File: src/rtl/ctrl_pkg.sv
// ---------------------------------------------------------------------------
// ctrl_pkg
// Shared definitions for the multicycle RV32I control FSM (mc_control):
//   - FSM state enum
//   - ALU operation codes (4-bit encoding understood by the datapath ALU)
//   - RV32I opcode constants
//   - datapath mux select encodings (pc_src, alu_src_a, alu_src_b, wb_sel)
//   - instruction class enum + classify() helper used by the decoder
//   - ctrl_t: bundle of every control output driven by the FSM
// ---------------------------------------------------------------------------
package ctrl_pkg;

   typedef enum logic [2:0] {
      FETCH, DECODE, EXECUTE, MEM, WB, TRAP
   } state_e;

   // ALU operation codes
   localparam logic [3:0] ALU_ADD   = 4'd0;
   localparam logic [3:0] ALU_SUB   = 4'd1;
   localparam logic [3:0] ALU_SLL   = 4'd2;
   localparam logic [3:0] ALU_SLT   = 4'd3;
   localparam logic [3:0] ALU_SLTU  = 4'd4;
   localparam logic [3:0] ALU_XOR   = 4'd5;
   localparam logic [3:0] ALU_SRL   = 4'd6;
   localparam logic [3:0] ALU_SRA   = 4'd7;
   localparam logic [3:0] ALU_OR    = 4'd8;
   localparam logic [3:0] ALU_AND   = 4'd9;
   localparam logic [3:0] ALU_LUI   = 4'd10;
   localparam logic [3:0] ALU_AUIPC = 4'd11;

   // RV32I major opcodes
   localparam logic [6:0] OPC_LUI    = 7'b0110111;
   localparam logic [6:0] OPC_AUIPC  = 7'b0010111;
   localparam logic [6:0] OPC_JAL    = 7'b1101111;
   localparam logic [6:0] OPC_JALR   = 7'b1100111;
   localparam logic [6:0] OPC_BRANCH = 7'b1100011;
   localparam logic [6:0] OPC_LOAD   = 7'b0000011;
   localparam logic [6:0] OPC_STORE  = 7'b0100011;
   localparam logic [6:0] OPC_OPIMM  = 7'b0010011;
   localparam logic [6:0] OPC_OP     = 7'b0110011;
   localparam logic [6:0] OPC_FENCE  = 7'b0001111;
   localparam logic [6:0] OPC_SYSTEM = 7'b1110011;

   // pc_src
   localparam logic [1:0] PC_ALU    = 2'b00;   // alu_result (pc+4)
   localparam logic [1:0] PC_ALUOUT = 2'b01;   // alu_out register (branch/JAL target)
   localparam logic [1:0] PC_JALR   = 2'b10;   // alu_result with bit 0 cleared
   // alu_src_a
   localparam logic [1:0] SRCA_RS1   = 2'b00;
   localparam logic [1:0] SRCA_PC    = 2'b01;
   localparam logic [1:0] SRCA_OLDPC = 2'b10;
   // alu_src_b
   localparam logic [1:0] SRCB_RS2  = 2'b00;
   localparam logic [1:0] SRCB_IMM  = 2'b01;
   localparam logic [1:0] SRCB_FOUR = 2'b10;
   // wb_sel
   localparam logic [1:0] WB_ALUOUT = 2'b00;
   localparam logic [1:0] WB_MEM    = 2'b01;
   localparam logic [1:0] WB_PC     = 2'b10;

   typedef enum logic [3:0] {
      CLS_OP, CLS_OPIMM, CLS_LUI, CLS_AUIPC, CLS_LOAD, CLS_STORE,
      CLS_BRANCH, CLS_JAL, CLS_JALR, CLS_FENCE, CLS_BAD
   } cls_e;

   typedef struct packed {
      logic       mem_req;
      logic       mem_we;
      logic       mem_addr_sel;
      logic       ir_we;
      logic       opc_we;
      logic       pc_we;
      logic [1:0] pc_src;
      logic [1:0] alu_src_a;
      logic [1:0] alu_src_b;
      logic [3:0] alu_op;
      logic       rf_we;
      logic [1:0] wb_sel;
   } ctrl_t;

   // CLS_BAD covers everything the strict decoder refuses: unknown opcodes,
   // SYSTEM, branch funct3 010/011, R-type funct7 outside {0x00,0x20}, and
   // funct7=0x20 on R-type ops other than SUB/SRA.
   function automatic cls_e classify(input logic [6:0] opc,
                                     input logic [2:0] f3,
                                     input logic [6:0] f7);
      cls_e c;
      case (opc)
         OPC_OP: begin
            if (f7 == 7'h00)
               c = CLS_OP;
            else if (f7 == 7'h20 && (f3 == 3'b000 || f3 == 3'b101))
               c = CLS_OP;
            else
               c = CLS_BAD;
         end
         OPC_OPIMM:  c = CLS_OPIMM;
         OPC_LUI:    c = CLS_LUI;
         OPC_AUIPC:  c = CLS_AUIPC;
         OPC_LOAD:   c = CLS_LOAD;
         OPC_STORE:  c = CLS_STORE;
         OPC_BRANCH: c = (f3[2:1] == 2'b01) ? CLS_BAD : CLS_BRANCH;
         OPC_JAL:    c = CLS_JAL;
         OPC_JALR:   c = CLS_JALR;
         OPC_FENCE:  c = CLS_FENCE;
         default:    c = CLS_BAD;   // includes OPC_SYSTEM
      endcase
      return c;
   endfunction

endpackage

File: src/rtl/mc_control_if.sv
// ---------------------------------------------------------------------------
// mc_control_if
// Memory-port handshake between the control FSM (master) and memory (slave).
//   mem_req      master->slave  request active
//   mem_we       master->slave  store (qualified by mem_req)
//   mem_addr_sel master->slave  address source: 0 = pc, 1 = alu_out register
//   mem_ready    slave->master  request completes this cycle
// ---------------------------------------------------------------------------
interface mc_control_if;
   logic mem_req;
   logic mem_we;
   logic mem_addr_sel;
   logic mem_ready;

   modport master (output mem_req, mem_we, mem_addr_sel, input mem_ready);
   modport slave  (input mem_req, mem_we, mem_addr_sel, output mem_ready);
endinterface

File: src/rtl/alu_dec.sv
// ---------------------------------------------------------------------------
// alu_dec
// Combinational ALU operation decoder.
//   cls_i     instruction class (from ctrl_pkg::classify)
//   funct3_i  instr[14:12]
//   f7b5_i    instr[30] (funct7[5]) selects SUB/SRA
//   alu_op_o  ALU code used in EXECUTE
// ---------------------------------------------------------------------------
module alu_dec
   import ctrl_pkg::*;
(
   input  cls_e       cls_i,
   input  logic [2:0] funct3_i,
   input  logic       f7b5_i,
   output logic [3:0] alu_op_o
);

   logic [3:0] arith_op;

   // funct3 map shared by R-type and I-ALU. On I-type, bit 30 is immediate
   // data for ADDI, so it only selects SUB on R-type; for shifts it is the
   // SRAI/SRLI selector in both forms.
   always_comb begin
      arith_op = ALU_ADD;
      case (funct3_i)
         3'b000: arith_op = (f7b5_i && cls_i == CLS_OP) ? ALU_SUB : ALU_ADD;
         3'b001: arith_op = ALU_SLL;
         3'b010: arith_op = ALU_SLT;
         3'b011: arith_op = ALU_SLTU;
         3'b100: arith_op = ALU_XOR;
         3'b101: arith_op = f7b5_i ? ALU_SRA : ALU_SRL;
         3'b110: arith_op = ALU_OR;
         3'b111: arith_op = ALU_AND;
         default: arith_op = ALU_ADD;
      endcase
   end

   always_comb begin
      alu_op_o = ALU_ADD;
      case (cls_i)
         CLS_OP, CLS_OPIMM: alu_op_o = arith_op;
         CLS_LUI:           alu_op_o = ALU_LUI;
         CLS_AUIPC:         alu_op_o = ALU_AUIPC;
         CLS_BRANCH: begin
            // BEQ/BNE compare via zero flag of SUB; signed/unsigned via SLT/SLTU
            case (funct3_i[2:1])
               2'b10:   alu_op_o = ALU_SLT;
               2'b11:   alu_op_o = ALU_SLTU;
               default: alu_op_o = ALU_SUB;
            endcase
         end
         default: alu_op_o = ALU_ADD;
      endcase
   end

endmodule

File: src/rtl/mc_control.sv
// ---------------------------------------------------------------------------
// mc_control
// Multicycle RV32I control FSM: FETCH -> DECODE -> EXECUTE -> [MEM] -> [WB].
// Drives the datapath mux selects, write enables and ALU op; resolves
// branches from the ALU flags.
//
// Ports:
//   clk, rst            clock, synchronous active-high reset
//   instr[31:0]         instruction register (valid from DECODE onward)
//   zero, less_than,    ALU flags used for branch resolution
//   less_than_u
//   mem                 memory handshake (mc_control_if.master)
//   ir_we, opc_we,      IR load, old_pc latch, pc write
//   pc_we
//   pc_src, alu_src_a,  datapath mux selects (encodings in ctrl_pkg)
//   alu_src_b, wb_sel
//   alu_op              ALU operation code
//   rf_we               register file write (never for rd == x0)
//   illegal             sticky illegal-instruction flag
//
// Build option: CTRL_STRICT_DECODE_EN
//   defined   - illegal encodings enter TRAP and raise `illegal` until rst
//   undefined - illegal encodings retire as a NOP; `illegal` is tied to 0
// ---------------------------------------------------------------------------
module mc_control
   import ctrl_pkg::*;
#(
   parameter int ALU_OP_W = 4
) (
   input  logic                clk,
   input  logic                rst,
   input  logic [31:0]         instr,
   input  logic                zero,
   input  logic                less_than,
   input  logic                less_than_u,
   mc_control_if.master        mem,
   output logic                ir_we,
   output logic                opc_we,
   output logic                pc_we,
   output logic [1:0]          pc_src,
   output logic [1:0]          alu_src_a,
   output logic [1:0]          alu_src_b,
   output logic [ALU_OP_W-1:0] alu_op,
   output logic                rf_we,
   output logic [1:0]          wb_sel,
   output logic                illegal
);

   state_e     state_q, state_d;
   cls_e       cls;
   logic [3:0] dec_op;
   logic       br_taken;
   logic       rd_nz;
   ctrl_t      c;

   // Immediate / rs1 / rs2 fields are consumed by the datapath, not here.
   logic unused_instr_bits;
   assign unused_instr_bits = ^instr[24:15];

   assign cls   = classify(instr[6:0], instr[14:12], instr[31:25]);
   assign rd_nz = |instr[11:7];

   alu_dec u_alu_dec (
      .cls_i    (cls),
      .funct3_i (instr[14:12]),
      .f7b5_i   (instr[30]),
      .alu_op_o (dec_op)
   );

   always_comb begin
      br_taken = 1'b0;
      case (instr[14:12])
         3'b000:  br_taken = zero;            // BEQ
         3'b001:  br_taken = ~zero;           // BNE
         3'b100:  br_taken = less_than;       // BLT
         3'b101:  br_taken = ~less_than;      // BGE
         3'b110:  br_taken = less_than_u;     // BLTU
         3'b111:  br_taken = ~less_than_u;    // BGEU
         default: br_taken = 1'b0;
      endcase
   end

   always_ff @(posedge clk) begin
      if (rst) state_q <= FETCH;
      else     state_q <= state_d;
   end

   always_comb begin
      c       = '0;
      state_d = state_q;
      case (state_q)
         FETCH: begin
            // pc+4 is set up for the whole request; only the writes wait
            // for mem_ready so nothing changes while memory stalls.
            c.mem_req   = 1'b1;
            c.alu_src_a = SRCA_PC;
            c.alu_src_b = SRCB_FOUR;
            c.alu_op    = ALU_ADD;
            c.pc_src    = PC_ALU;
            if (mem.mem_ready) begin
               c.ir_we  = 1'b1;
               c.opc_we = 1'b1;
               c.pc_we  = 1'b1;
               state_d  = DECODE;
            end
         end

         DECODE: begin
            // old_pc + imm lands in alu_out: branch/JAL target for EXECUTE
            c.alu_src_a = SRCA_OLDPC;
            c.alu_src_b = SRCB_IMM;
            c.alu_op    = ALU_ADD;
            if (cls == CLS_BAD) begin
`ifdef CTRL_STRICT_DECODE_EN
               state_d = TRAP;
`else
               state_d = FETCH;
`endif
            end else begin
               state_d = EXECUTE;
            end
         end

         EXECUTE: begin
            state_d = FETCH;
            case (cls)
               CLS_OP: begin
                  c.alu_op = dec_op;
                  state_d  = WB;
               end
               CLS_OPIMM, CLS_LUI: begin
                  c.alu_src_b = SRCB_IMM;
                  c.alu_op    = dec_op;
                  state_d     = WB;
               end
               CLS_AUIPC: begin
                  c.alu_src_a = SRCA_OLDPC;
                  c.alu_src_b = SRCB_IMM;
                  c.alu_op    = dec_op;
                  state_d     = WB;
               end
               CLS_LOAD, CLS_STORE: begin
                  c.alu_src_b = SRCB_IMM;
                  c.alu_op    = ALU_ADD;
                  state_d     = MEM;
               end
               CLS_BRANCH: begin
                  c.alu_op = dec_op;
                  if (br_taken) begin
                     c.pc_we  = 1'b1;
                     c.pc_src = PC_ALUOUT;
                  end
               end
               CLS_JAL: begin
                  // pc already holds pc+4 from FETCH: that is the link value
                  c.pc_we  = 1'b1;
                  c.pc_src = PC_ALUOUT;
                  c.rf_we  = rd_nz;
                  c.wb_sel = WB_PC;
               end
               CLS_JALR: begin
                  c.alu_src_b = SRCB_IMM;
                  c.alu_op    = ALU_ADD;
                  c.pc_we     = 1'b1;
                  c.pc_src    = PC_JALR;
                  c.rf_we     = rd_nz;
                  c.wb_sel    = WB_PC;
               end
               default: ;   // FENCE: nothing to do
            endcase
         end

         MEM: begin
            c.mem_req      = 1'b1;
            c.mem_addr_sel = 1'b1;
            c.mem_we       = (cls == CLS_STORE);
            if (mem.mem_ready)
               state_d = (cls == CLS_STORE) ? FETCH : WB;
         end

         WB: begin
            c.rf_we  = rd_nz;
            c.wb_sel = (cls == CLS_LOAD) ? WB_MEM : WB_ALUOUT;
            state_d  = FETCH;
         end

         TRAP: state_d = TRAP;

         default: state_d = FETCH;
      endcase

      // Outputs are quiet for every cycle rst is high, including the first,
      // when state_q may still be mid-operation.
      if (rst) c = '0;
   end

   assign mem.mem_req      = c.mem_req;
   assign mem.mem_we       = c.mem_we;
   assign mem.mem_addr_sel = c.mem_addr_sel;
   assign ir_we            = c.ir_we;
   assign opc_we           = c.opc_we;
   assign pc_we            = c.pc_we;
   assign pc_src           = c.pc_src;
   assign alu_src_a        = c.alu_src_a;
   assign alu_src_b        = c.alu_src_b;
   assign alu_op           = ALU_OP_W'(c.alu_op);
   assign rf_we            = c.rf_we;
   assign wb_sel           = c.wb_sel;

`ifdef CTRL_STRICT_DECODE_EN
   assign illegal = (state_q == TRAP) && !rst;
`else
   assign illegal = 1'b0;
`endif

endmodule

File: src/flat_wrapper.sv
// flat-port wrapper written by rule: the top's interface ports become plain ports
module mc_control_flat import ctrl_pkg::*;
#(
   parameter int ALU_OP_W = 4
)
  (clk, rst, instr, zero, less_than, less_than_u, ir_we, opc_we, pc_we, pc_src, alu_src_a, alu_src_b, alu_op, rf_we, wb_sel, illegal, mem_mem_req, mem_mem_we, mem_mem_addr_sel, mem_mem_ready);
  mc_control_if mem_i ();
  input  logic clk;
  input  logic rst;
  input  logic [31:0] instr;
  input  logic zero;
  input  logic less_than;
  input  logic less_than_u;
  output logic ir_we;
  output logic opc_we;
  output logic pc_we;
  output logic [1:0] pc_src;
  output logic [1:0] alu_src_a;
  output logic [1:0] alu_src_b;
  output logic [ALU_OP_W-1:0] alu_op;
  output logic rf_we;
  output logic [1:0] wb_sel;
  output logic illegal;
  output wire logic [$bits(mem_i.mem_req)-1:0] mem_mem_req;
  output wire logic [$bits(mem_i.mem_we)-1:0] mem_mem_we;
  output wire logic [$bits(mem_i.mem_addr_sel)-1:0] mem_mem_addr_sel;
  input wire logic [$bits(mem_i.mem_ready)-1:0] mem_mem_ready;
  assign mem_mem_req = mem_i.mem_req;
  assign mem_mem_we = mem_i.mem_we;
  assign mem_mem_addr_sel = mem_i.mem_addr_sel;
  assign mem_i.mem_ready = mem_mem_ready;
  mc_control #(.ALU_OP_W(ALU_OP_W)) u_core (.clk(clk), .rst(rst), .instr(instr), .zero(zero), .less_than(less_than), .less_than_u(less_than_u), .mem(mem_i), .ir_we(ir_we), .opc_we(opc_we), .pc_we(pc_we), .pc_src(pc_src), .alu_src_a(alu_src_a), .alu_src_b(alu_src_b), .alu_op(alu_op), .rf_we(rf_we), .wb_sel(wb_sel), .illegal(illegal));
endmodule
File: config.mk
export PLATFORM = sky130hd
export DESIGN_NAME = mc_control_flat
export DESIGN_NICKNAME = d
export VERILOG_FILES = /design/src/rtl/ctrl_pkg.sv /design/src/rtl/mc_control_if.sv /design/src/rtl/alu_dec.sv /design/src/rtl/mc_control.sv /design/src/flat_wrapper.sv
export SDC_FILE = /design/constraint.sdc
export NUM_CORES = 1
export LEC_CHECK = 0
export CORE_MARGIN = 2
export CORE_UTILIZATION = 38
export DETAILED_ROUTE_END_ITERATION = 8
export MAX_ROUTING_LAYER = met4
export PLACE_DENSITY_LB_ADDON = 0.1
export SLEW_MARGIN = 20
export SYNTH_ARGS = -nofsm -noshare
export SYNTH_HDL_FRONTEND = slang
export SYNTH_SLANG_ARGS = --single-unit
File: constraint.sdc
create_clock -name clk -period 2.8 [get_ports clk]
set_input_delay 0.56 -clock clk [delete_from_list [all_inputs] [get_ports clk]]
set_output_delay 0.56 -clock clk [all_outputs]
set_load 0.1 [all_outputs]
==> results list, run 1 <==
- Of the post-synthesis cell area, the dominant cell type holds 0.0626.
- The first error in the log reads "[ERROR DPL-0033] detailed placement checks failed during check placement".
- Total clock sinks: 3
- Synth warnings: 0
* Initial antenna violation count: 0
- It got as far as global routing and failed there.
- Post-synth ARST share: 0
- Cell type contributing the most total cell area after synthesis: dfxtp_1
* Clock H-tree levels: 1
- The die is 54.3 um tall.
- Counting tap cells, the placed design contains a total of 245 instances.
- After synthesis the netlist holds a flip-flop and latch count of 3.
* Root buffer cell: clkbuf_4
* Post-Place Worst Slack: -0.433 ns
- Number of top-level pins: 58
* Synthesized instance count: 138
- Dominant cells by area after synthesis: dfxtp_1 (6.3%), nand2_1 (5.5%), a21oi_1 (4.7%), nor2_1 (4.7%), nand2b_1 (3.3%)
* Number of buffers created by CTS: 3
- Maximum number of pins on one net before global-route repair: 13
- Outcome: aborted with a tool error
* Gp weighted congestion: 0.905
- Number of enable flip-flop cells after synthesis: 0
- After the last repair the worst path ends at a primary output.
- In the synthesized netlist the dominant register cell turns out to be dfxtp_1.
- Measured along the x axis, the die boundary spans 54.3 um.
- After floorplanning, the core was divided into 18 placement rows.
* GRT repair_timing worst endpoint: rf_we
- Syn avg cell area: 6.95 um2
- Port Buf Inserts: 46
* Initial standard-cell utilization of the core: 0.395
* Post-synthesis instance area: 960 um2
- Bufs on Longest Clock Path: 2
- The number of nets in the synthesized netlist is 176.
- Most repeated cell in the gate-level netlist after synthesis: nand2_1
- Synthesis instantiated 57 different standard cells from the library.
* Sequential area share after synthesis: 0.0626
* Commonest cells in the netlist: nand2_1 (14), nor2_1 (12), a21oi_1 (9)
- Detailed placement HPWL: 3160 um
==> cells by family after synthesis <==
kind of cell | after synthesis | share of synthesized area
flip-flops | 3 | 0.0626
AND/OR/NAND/NOR | 67 | 0.428
AO/OA/AOI/OAI | 41 | 0.335
XOR/XNOR | 3 | 0.0274
other | 1 | 0.00391
multiplexers | 3 | 0.0313
buffers and inverters | 20 | 0.112
==> stage by stage <==
step	area, um2	hold WS, ns
floorplan	1180	0.626
global placement	2090	0.639
detailed placement	2090	0.680
CTS	2340	0.689
==> repair_timing <==
| item | in CTS |
|---|---|
| resized for setup | 88 |
| endpoints found under the setup margin | 13 |
| pin swaps | 31 |
| hold buffers | 0 |
| gates cloned | 1 |
| setup buffers | 3 |
==> run 2: changes to the inputs <==
--- a/config.mk
+++ b/config.mk
@@ -5,11 +5,10 @@
 export SDC_FILE = /design/constraint.sdc
 export NUM_CORES = 1
 export LEC_CHECK = 0
-export CORE_MARGIN = 2
-export CORE_UTILIZATION = 38
+export CORE_AREA = 2 2 63 65
 export DETAILED_ROUTE_END_ITERATION = 8
-export MAX_ROUTING_LAYER = met4
-export PLACE_DENSITY_LB_ADDON = 0.1
+export DIE_AREA = 0 0 65 67
+export PLACE_DENSITY_LB_ADDON = 0.15
 export SLEW_MARGIN = 20
 export SYNTH_ARGS = -nofsm -noshare
 export SYNTH_HDL_FRONTEND = slang
==> run 2 against run 1 <==
Effect of this change:
- the flow now finishes, with violations (setup timing)
- area after synthesis unchanged
- synthesized cell count did not move
==> results list, run 2 <==
- The share of the Yosys chip area taken by registers is 0.0626.
- The flow ran to the end, but the final reports show violations.
* Top Registers: u_core.state_q: 3 flops
* Highest net fanout along the worst path: 4
- Total clock sinks: 3
* Most used cells in the layout excluding fill and tap cells: buf_4 (49), buf_12 (19), buf_6 (11)
- Violations in the final reports: setup timing
- The final max-slew violation count came to 0.
* Max reg flops: 3
- Summed over all layers, the global routing overflow is 0.
- The die is 67 um tall.
- Initial antenna violation count: 0
* Startpoint of the worst setup timing path: instr[3]
- The worst hold path terminates at u_core.state_q[0].
- Xor and xnor area share after synthesis: 0.0274
- Commonest cells in the netlist: nand2_1 (14), nor2_1 (12), a21oi_1 (9)
* Width of the die: 65 um
- The area growth from synthesis to layout is 155%.
* Vias in the first global route: 1,470
- Drt wl/cell: 15.2 um
* Max-cap violations: 0
* Final setup violation count: 2
- Capturing element type of the critical path: primary output
* Row count: 22
- Number of enable flip-flop cells after synthesis: 0
- Root buffer cell: clkbuf_8
- The tightest min-delay check is of the reg2reg type.
- Post-DRT Antenna Nets: 0
- Setup repair after global routing could not meet its margin everywhere.
* Final Hold Fails: 0
* Port Buf Inserts: 46
* Final critical path time including I/O delays and setup: 2.86 ns
- Maximum number of pins on one net before global-route repair: 12
- Post-synthesis instance area: 960 um2
* DRT Wirelength: 4260 um
- Maximum achievable frequency: 0.350 GHz
- The compound-cell area share of the yosys netlist was 0.335.
* Number of buffers created by CTS: 3
- Dominant cells by area after synthesis: dfxtp_1 (6.3%), nand2_1 (5.5%), a21oi_1 (4.7%), nor2_1 (4.7%), nand2b_1 (3.3%)
- Worst supply voltage drop on vdd: 0.0854 mV
- Hold path cells: 2
- In this run the mean area of a mapped cell was 6.95 um2.
* Final Hold Slack: 0.716 ns
- Pin placement for this block handled 58 I/O pins.
- nand2_1 is the most common cell in the netlist.
- Primary FF master, synth: dfxtp_1
* Total die area: 4360 um2
- Once layout is complete, the utilization of the core stands at 0.678.
- CTS built an H-tree with a depth of 1.
* CTS tree: built
- The detailed router finished its first iteration with 32 violations.
* Gp weighted congestion: 0.859
- Hold_buf cts: 0
- For this design the ratio of total power to cell area is 192 nW/um2.
* Core Footprint: 3610 um2
- Avg Vias per Cell: 5.16
* Detailed placement HPWL: 3040 um
* Insertion delay to the later sink of the worst-skew pair: 0.22 ns
- Bufs on Longest Clock Path: 2
* Largest Register: u_core.state_q
- Length in cells of the worst reg-to-reg path: 6
- Start of the worst register-to-register path: u_core.state_q[1]
* Largest family of logic cells by synthesized area: simple AND/OR/NAND/NOR gates
- The first global-routing pass estimated 6680 um of wire.
- For this configuration, the core starts out at a cell density of 0.266.
* Simple-gate area share of the yosys netlist: 0.428
* Via Count: 1,449
- Synth top area share: 0.0626
- Most common library cell in the layout ignoring fill and taps: buf_4
- Of the total synthesized cell area, the portion taken by full adders, half adders and majority gates is 0.
* Worst flop-to-flop path endpoint: u_core.state_q[1]
- Of all cell types, the one taking the most synthesized area is dfxtp_1.
- After clock tree synthesis, the clock-pin slew on the worst setup and hold paths is 0.03 ns.
- Post-synthesis cell type count: 57
* Syn Nets: 176
- Endpoint required time on the critical path: 2.24 ns
* Share of the clock period used by the worst path after layout: 1.02
- The startpoint identified for the worst hold timing path is u_core.state_q[0].
* Synth warnings: 0
- For the final routed database, the setup TNS stands at -0.102 ns.
- Post-synth ARST share: 0
* Critical path class: in2out
- After layout, the worst setup slack is -0.0597 ns.
* Count of TritonRoute iterations in the first routing pass: 4
- The worst setup path is launched from a primary input.
- CP arrival: 2.30 ns
* Synthesized instance count: 138
- Across all register-to-register paths, the minimum setup slack is 1.55 ns.
* All-Layer GR Usage: 0.195
* Multiplexer fraction of the synthesized cell area: 0.0313
* # diodes: 0
- Flip-flop and latch count after synthesis: 3
- In the final design database the tool counted 272 nets.
* DRC: 0
- Cell leakage power: 0.951 nW
* Worst Clk Skew: 0.00185 ns
- Share of final-layout standard cells stronger than drive strength 1: 0.627
## run 2: cell counts after synthesis
Identical to the previous run, type by type.
## run 2: worst max-delay path by stage
| stage | to | slack (ns) | cells after the start |
|---|---|---|---|
| finish | rf_we | -0.06 | 9 |
| global route | rf_we | -0.10 | 9 |
| global placement | rf_we | -0.39 | 8 |
| CTS | pc_src[0] | 0.0004 | 9 |
| floorplan | opc_we | -0.37 | 4 |
| detailed placement | alu_op[0] | -0.43 | 8 |
## run 2: timing repair
action                                  4_1_cts  5_1_grt
buffers inserted                             10        7
resized for setup                            82       13
pin swaps                                    28       17
endpoints found under the setup margin       13       12
gates cloned                                  1        0
## run 2: logic make-up after synthesis
kind of cell | count (synthesis)
flip-flops | 3
multiplexers | 3
XOR/XNOR | 3
AO/OA/AOI/OAI | 41
AND/OR/NAND/NOR | 67
other | 1
buffers and inverters | 20
## run 2: report_power, final
group | total [mW] | internal, mW | switching [mW]
logic | 0.293 | 0.134 | 0.159
clock network | 0.130 | 0.0974 | 0.0324
registers | 0.0471 | 0.0440 | 0.00303
## run 2: through the flow
| stage | setup slack [ns] | area (um2) | power [mW] | std cells |
|---|---|---|---|---|
| 6_report | -0.0597 | 2440 | 0.470 | 281 |
| 5_1_grt | -0.101 | 2440 | 0.492 | 281 |
| 4_1_cts | 0.000365 | 2370 | 0.462 | 274 |
| 3_5_place_dp | -0.435 | 2090 | 0.304 | 260 |
| 3_3_place_gp | -0.388 | 2090 | 0.299 | 260 |
| 2_1_floorplan | -0.371 | 1180 | 0.197 | 138 |
## run 2: layout make-up
type	count	area (um2)
Multi-Input combinational cell	115	1150
Timing Repair Buffer	105	1090
Clock buffer	4	45.0
Fill cell	290	1160
Sequential cell	3	60.1
Tap cell	48	60.1
Inverter	6	30.0
## run 2: critical path, cell delays in order
cell and delay [ns]:
buf_8 0.10, or3b_4 0.42, o22ai_4 0.20, a31oi_4 0.08, buf_6 0.15, a211oi_4 0.27, o21ai_4 0.13, a21oi_4 0.19
buf_12 0.19
## run 2: layer usage
metal  up-vias  wire [um]  GRT usage
li1        705          -          -
met1       701       1740      0.218
met2        35       2320      0.375
met3         8        118     0.0152
met4         0         93     0.0824
met5         -          0          0
(Power assumes the default switching activity.)
